**src/rtl/spi_reg_master.sv**
```systemverilog
// SPI mode-0 initiator for single-register read/write frames: one command byte
// {rw, zeros, addr} followed by one data byte, MSB first, with a late MISO sample.
module spi_reg_master #(
    parameter int ADDR_W  = 3,
    parameter int REG_W   = 8,
    parameter int CLK_DIV = 4,
    parameter int CS_GAP  = 2
) (
    input  logic              clk,
    input  logic              rst_n,
    input  logic              start_i,
    input  logic              rw_i,
    input  logic [ADDR_W-1:0] addr_i,
    input  logic [REG_W-1:0]  wdata_i,
    output logic              busy_o,
    output logic              done_o,
    output logic [REG_W-1:0]  rdata_o,
    output logic              sclk_o,
    output logic              nss_o,
    output logic              mosi_o,
    input  logic              miso_i
);

    localparam int FRAME_W = 2 * REG_W;
    localparam int BIT_W   = $clog2(FRAME_W) + 1;
    localparam int CNT_MAX = (CLK_DIV > CS_GAP) ? CLK_DIV : CS_GAP;
    localparam int CNT_W   = $clog2(CNT_MAX);

    typedef enum logic [2:0] {
        IDLE,
        SHIFT_LO,
        SHIFT_HI,
        HOLD,
        GAP
    } state_t;

    state_t               state_q;
    logic [FRAME_W-1:0]   tx_q;
    logic [REG_W-1:0]     rx_q;
    logic [BIT_W-1:0]     bit_q;
    logic [CNT_W-1:0]     cnt_q;
    logic                 is_read_q;
    logic                 busy_q;
    logic                 done_q;
    logic [REG_W-1:0]     rdata_q;
    logic                 sclk_q;
    logic                 nss_q;
    logic                 mosi_q;

    logic [REG_W-1:0]     cmd_word;
    logic [FRAME_W-1:0]   frame_word;

    always_comb begin
        cmd_word                = '0;
        cmd_word[REG_W-1]       = rw_i;
        cmd_word[ADDR_W-1:0]    = addr_i;
        frame_word              = {cmd_word, (rw_i ? wdata_i : {REG_W{1'b0}})};
    end

    logic div_last;
    logic gap_last;
    logic bit_last;
    assign div_last = (cnt_q == CNT_W'(CLK_DIV - 1));
    assign gap_last = (cnt_q == CNT_W'(CS_GAP - 1));
    assign bit_last = (bit_q == BIT_W'(FRAME_W - 1));

    always_ff @(posedge clk or negedge rst_n) begin
        if (!rst_n) begin
            state_q   <= IDLE;
            tx_q      <= '0;
            rx_q      <= '0;
            bit_q     <= '0;
            cnt_q     <= '0;
            is_read_q <= 1'b0;
            busy_q    <= 1'b0;
            done_q    <= 1'b0;
            rdata_q   <= '0;
            sclk_q    <= 1'b0;
            nss_q     <= 1'b1;
            mosi_q    <= 1'b0;
        end else begin
            done_q <= 1'b0;
            case (state_q)
                IDLE: begin
                    if (start_i) begin
                        tx_q      <= frame_word;
                        is_read_q <= ~rw_i;
                        mosi_q    <= frame_word[FRAME_W-1];
                        nss_q     <= 1'b0;
                        busy_q    <= 1'b1;
                        cnt_q     <= '0;
                        bit_q     <= '0;
                        state_q   <= SHIFT_LO;
                    end
                end
                SHIFT_LO: begin
                    if (div_last) begin
                        cnt_q   <= '0;
                        sclk_q  <= 1'b1;
                        state_q <= SHIFT_HI;
                    end else begin
                        cnt_q <= cnt_q + 1'b1;
                    end
                end
                SHIFT_HI: begin
                    if (div_last) begin
                        // Sampling at the end of the high phase gives the slave
                        // almost a full half-period to settle MISO.
                        cnt_q  <= '0;
                        sclk_q <= 1'b0;
                        rx_q   <= {rx_q[REG_W-2:0], miso_i};
                        if (bit_last) begin
                            state_q <= HOLD;
                        end else begin
                            bit_q   <= bit_q + 1'b1;
                            tx_q    <= tx_q << 1;
                            mosi_q  <= tx_q[FRAME_W-2];
                            state_q <= SHIFT_LO;
                        end
                    end else begin
                        cnt_q <= cnt_q + 1'b1;
                    end
                end
                HOLD: begin
                    if (div_last) begin
                        cnt_q   <= '0;
                        nss_q   <= 1'b1;
                        done_q  <= 1'b1;
                        state_q <= GAP;
                        if (is_read_q) begin
                            rdata_q <= rx_q;
                        end
                    end else begin
                        cnt_q <= cnt_q + 1'b1;
                    end
                end
                GAP: begin
                    if (gap_last) begin
                        cnt_q   <= '0;
                        busy_q  <= 1'b0;
                        state_q <= IDLE;
                    end else begin
                        cnt_q <= cnt_q + 1'b1;
                    end
                end
                default: begin
                    state_q <= IDLE;
                end
            endcase
        end
    end

    assign busy_o  = busy_q;
    assign done_o  = done_q;
    assign rdata_o = rdata_q;
    assign sclk_o  = sclk_q;
    assign nss_o   = nss_q;
    assign mosi_o  = mosi_q;

endmodule
```
**config.mk**
```make
export PLATFORM = sky130hd
export DESIGN_NAME = spi_reg_master
export DESIGN_NICKNAME = d
export VERILOG_FILES = /design/src/rtl/spi_reg_master.sv
export SDC_FILE = /design/constraint.sdc
export NUM_CORES = 1
export LEC_CHECK = 0
export ABC_AREA = 0
export CAP_MARGIN = 30
export CORE_AREA = 2 2 68 70
export DETAILED_ROUTE_END_ITERATION = 10
export DIE_AREA = 0 0 70 72
export GPL_ROUTABILITY_DRIVEN = 0
export PLACE_DENSITY = 0.8
export REMOVE_ABC_BUFFERS = 1
export SYNTH_ARGS = -nofsm -noshare
export SYNTH_HDL_FRONTEND = slang
export SYNTH_SLANG_ARGS = --single-unit
```
**constraint.sdc**
```tcl
create_clock -name clk -period 3.1 [get_ports clk]
set_input_delay 0.31 -clock clk [delete_from_list [all_inputs] [get_ports clk]]
set_output_delay 0.31 -clock clk [all_outputs]
set_load 0.05 [all_outputs]
```
==> run summary <==
• Slowest cell on crit path: sky130_fd_sc_hd__dfrtp_1
• setup TNS: 0 ns
• CTS HTree Levels: 2
• WP data arrival: 2.53 ns
• number of antenna violations at the first check in global routing: 0
• clk_lat worst skew: 0.31 ns
• total via count after detailed routing: 1540
• cell count after synthesis: 196
• path class of the lowest-slack min-delay path: in2async
• delay-heaviest family, CP: adder cells
• endpoint kind of the worst setup timing path: flip-flop
• final setup vio count: 0
• number of placement rows: 24
• Yosys top cell by area: sky130_fd_sc_hd__dfrtp_1
• worst-case clock skew: 0.007779 ns
• effective utilization at floorplan: 0.5411
• number of distinct library cell variants in the gate-level netlist after synthesis: 41
• cell internal pwr: 1436 uW
• height of the die: 72 um
• clock network power share: 0.208
• Final Hold Slack: 0.4269 ns
• proportion of synthesized chip area in sequential cells: 0.5103
• P&R area growth vs syn: 19.63%
• count of state elements after synthesis: 47
• buffers and inverters on the worst path: 1
• initial detailed-routing violation count: 132
• category of the most critical setup path: reg2reg
• area fraction of the dominant cell type after synthesis: 0.4989
• Antenna Diode Count: 0
• final routed DRC violation total: 0
• Final Net Count: 248
• drt total wl: 3923 um
• fraction of power spent switching nets: 0.3636
• average footprint of a synthesized cell: 11.77 um^2
• die area: 5040 um^2
• pin count of the biggest net entering global routing: 35
• cell-by-cell trace of the critical path: ha_1 -> and3_1 -> ha_1 -> nand3b_1 -> a211oi_4 -> buf_4 -> mux2_2
• biggest area contributors in the synthesized netlist: sky130_fd_sc_hd__dfrtp_1, sky130_fd_sc_hd__mux2_2, sky130_fd_sc_hd__mux2i_1
• FMAX: 429.0 MHz
• vias in the first global route: 1588
• dpl hpwl: 2726 um
• portion of total power attributed to combinational logic: 0.359
• actual transition at the worst max-transition pin: 0.7051 ns
• minimum clock period: 2.331 ns
• clock slew at reported path FFs: 0.10 ns
• detail-routed via count per cell: 5.520
• GRT Residual Overflow: 0
• cell seen most often among critical-path stages: sky130_fd_sc_hd__ha_1
• switching power: 820.6 uW
• pwr/cell area: 817.7 nW/um^2
• Max Cap Viol: 0
• CTS buffer count: 5
• post-synthesis cell area: 2307 um^2
• Floorplan Core Area: 4264 um^2
• WL/cell: 14.06 um
• share of power burned in registers: 0.434
• Final ANT Viol Nets: 0
• headroom to the max-slew limit: 0.5299
• CP startpoint kind: flip-flop
• CTS tree: done
• first-pass iteration count of the detailed router: 4
• post-cts resize count: 0
• clock sink count: 47
• post-route fraction of the period consumed by the critical path: 0.7520
• Crit path largest cell delay: 0.41 ns
• clock root cell: sky130_fd_sc_hd__clkbuf_8
• CP Data Required Time: 3.30 ns
• outcome: finished, final reports clean
• highest fanout seen on the critical path: 18
• fin. max-slew vios: 0
• aggregate global-route resource usage: 0.1775
• cell leakage power: 0.001223 uW
• final hold violations: 0
• count of buffers inserted at the top-level ports: 28
• setup bufs post-CTS: 0
• Max IR drop VDD: 0.0004761 V
• RSZ-0062 raised after global routing: no
• number of synthesis warnings: 0
• fraction of final layout cells with drive strength greater than 1: 0.2203
• Die W: 70 um
• buffers from clock root to sink, at most: 2
• IO Pins: 29
• global-route wire length before repair: 6948 um
==> final cells by class <==
cell class | instances | area [um^2]
clock buffers | 5 | 68.82
clock inverters | 3 | 46.29
fillers | 341 | 1504
inverters | 17 | 63.81
multi-input cells | 123 | 1018
flip-flops and latches | 47 | 1177
well taps | 52 | 65.06
repair buffers | 32 | 320.3
==> path summary, 6_finish.rpt <==
path / slack, ns / startpoint / depth (start not counted) / to
min in group clk: 0.49 / busy_o / 1 / busy_o
setup reg to reg: 0.77 / bit_q[0] / 7 / tx_q[8]
hold / removal: 0.43 / rst_n / 2 / rdata_o[6]
hold reg to reg: 0.49 / busy_o / 1 / busy_o
setup / recovery: 0.77 / bit_q[0] / 7 / tx_q[8]
max in group asynchronous: 2.13 / rst_n / 3 / nss_o
==> Yosys cell counts, drive strengths merged <==
master and number:
and3 1, a21oi 7, nor3b 4, clkbuf 1, nor3 3, nand3b 1
nand4bb 1, ha 6, or3b 1, nor4b 1, a211o 1, a2bb2oi 1
or2 1, inv 17, nand2b 3, dfstp 1, nand2 16, buf 8
mux2 31, a211oi 2, o21ai 3, nor2b 4, nand3 2, o22ai 1
or4b 1, o211a 1, a221o 2, a21o 1, nor2 7, dfrtp 46
mux2i 15, nand4 1, a21boi 1, a221oi 2, nor4 2
==> flip-flops by register name, summed over array words and instances, names as in the netlist <==
register and cells:
rx_q 8, rdata_o 8, nss_o 1, sclk_o 1
is_read_q 1, state_q 3, tx_q 15, cnt_q 2
mosi_o 1, bit_q 5, done_o 1, busy_o 1
==> layer usage <==
metal | part of all wire | global-route usage | up-vias
met5 | 0 | 0 | -
met4 | 0.020 | 0.08333 | 0
met3 | 0.035 | 0.04583 | 6
met2 | 0.49 | 0.3037 | 25
met1 | 0.46 | 0.2118 | 774
li1 | - | - | 735
==> power groups by stage <==
| stage | clock network [uW] | logic (uW) | registers [uW] |
|---|---|---|---|
| after detailed placement | 0 | 819 | 990 |
| after CTS | 482 | 822 | 978 |
| final | 469 | 810 | 979 |
| after global placement | 0 | 794 | 981 |
| after floorplan | 0 | 527 | 1040 |
| after global routing | 507 | 890 | 1010 |
==> worst register-to-register path: cells and delay by family (launching register included) <==
family | cells | cell delay, ns
adders and majority gates | 2 | 0.48
and+or+nand+nor | 2 | 0.41
DFF | 1 | 0.41
muxes | 1 | 0.38
buffers and inverters | 1 | 0.31
AOI/OAI and AO/OA | 1 | 0.24
==> kinds of logic (layout without fill, tap and decap cells) <==
group	after synthesis	count (layout)	share of synthesized area
DFF	47	47	0.5103
AOI/OAI and AO/OA	22	22	0.07105
and+or+nand+nor	49	49	0.1193
muxes	46	46	0.2164
buffers and inverters	26	57	0.05043
adders and majority gates	6	6	0.03254
==> cell usage in the layout (no fill, tap or decap), types with 3 or more instances in the layout <==
master                            Yosys  final
sky130_fd_sc_hd__dfrtp_1             46     46
sky130_fd_sc_hd__mux2_2              31     31
sky130_fd_sc_hd__clkdlybuf4s50_1      0     27
sky130_fd_sc_hd__inv_1               17     17
sky130_fd_sc_hd__nand2_1             16     16
sky130_fd_sc_hd__mux2i_1             15     15
sky130_fd_sc_hd__nor2_1               7      7
sky130_fd_sc_hd__a21oi_1              7      7
sky130_fd_sc_hd__ha_1                 6      6
sky130_fd_sc_hd__clkbuf_8             0      5
sky130_fd_sc_hd__nor2b_1              4      4
sky130_fd_sc_hd__nor3_1               3      3
sky130_fd_sc_hd__o21ai_0              3      3
==> repair_timing <==
item | 4_1_cts | 5_1_grt
hold buffers | 1 | 0
setup endpoints to repair | 0 | 0
endpoints found under the hold margin | 13 | 0
==> through the flow <==
stage               cell area (um^2)  total power [uW]    util  setup WS (ns)  instances
finish                          2760              2257  0.6473         0.7688        279
global route                    2760              2411  0.6473         0.6657        279
CTS                             2760              2282  0.6473         0.7792        279
detailed placement              2635              1809  0.6180         0.7973        270
global placement                2615              1775  0.6133         0.8800        269
floorplan                       2255              1567       -         0.1782        187
No activity file was read; power rests on OpenSTA's default activity.
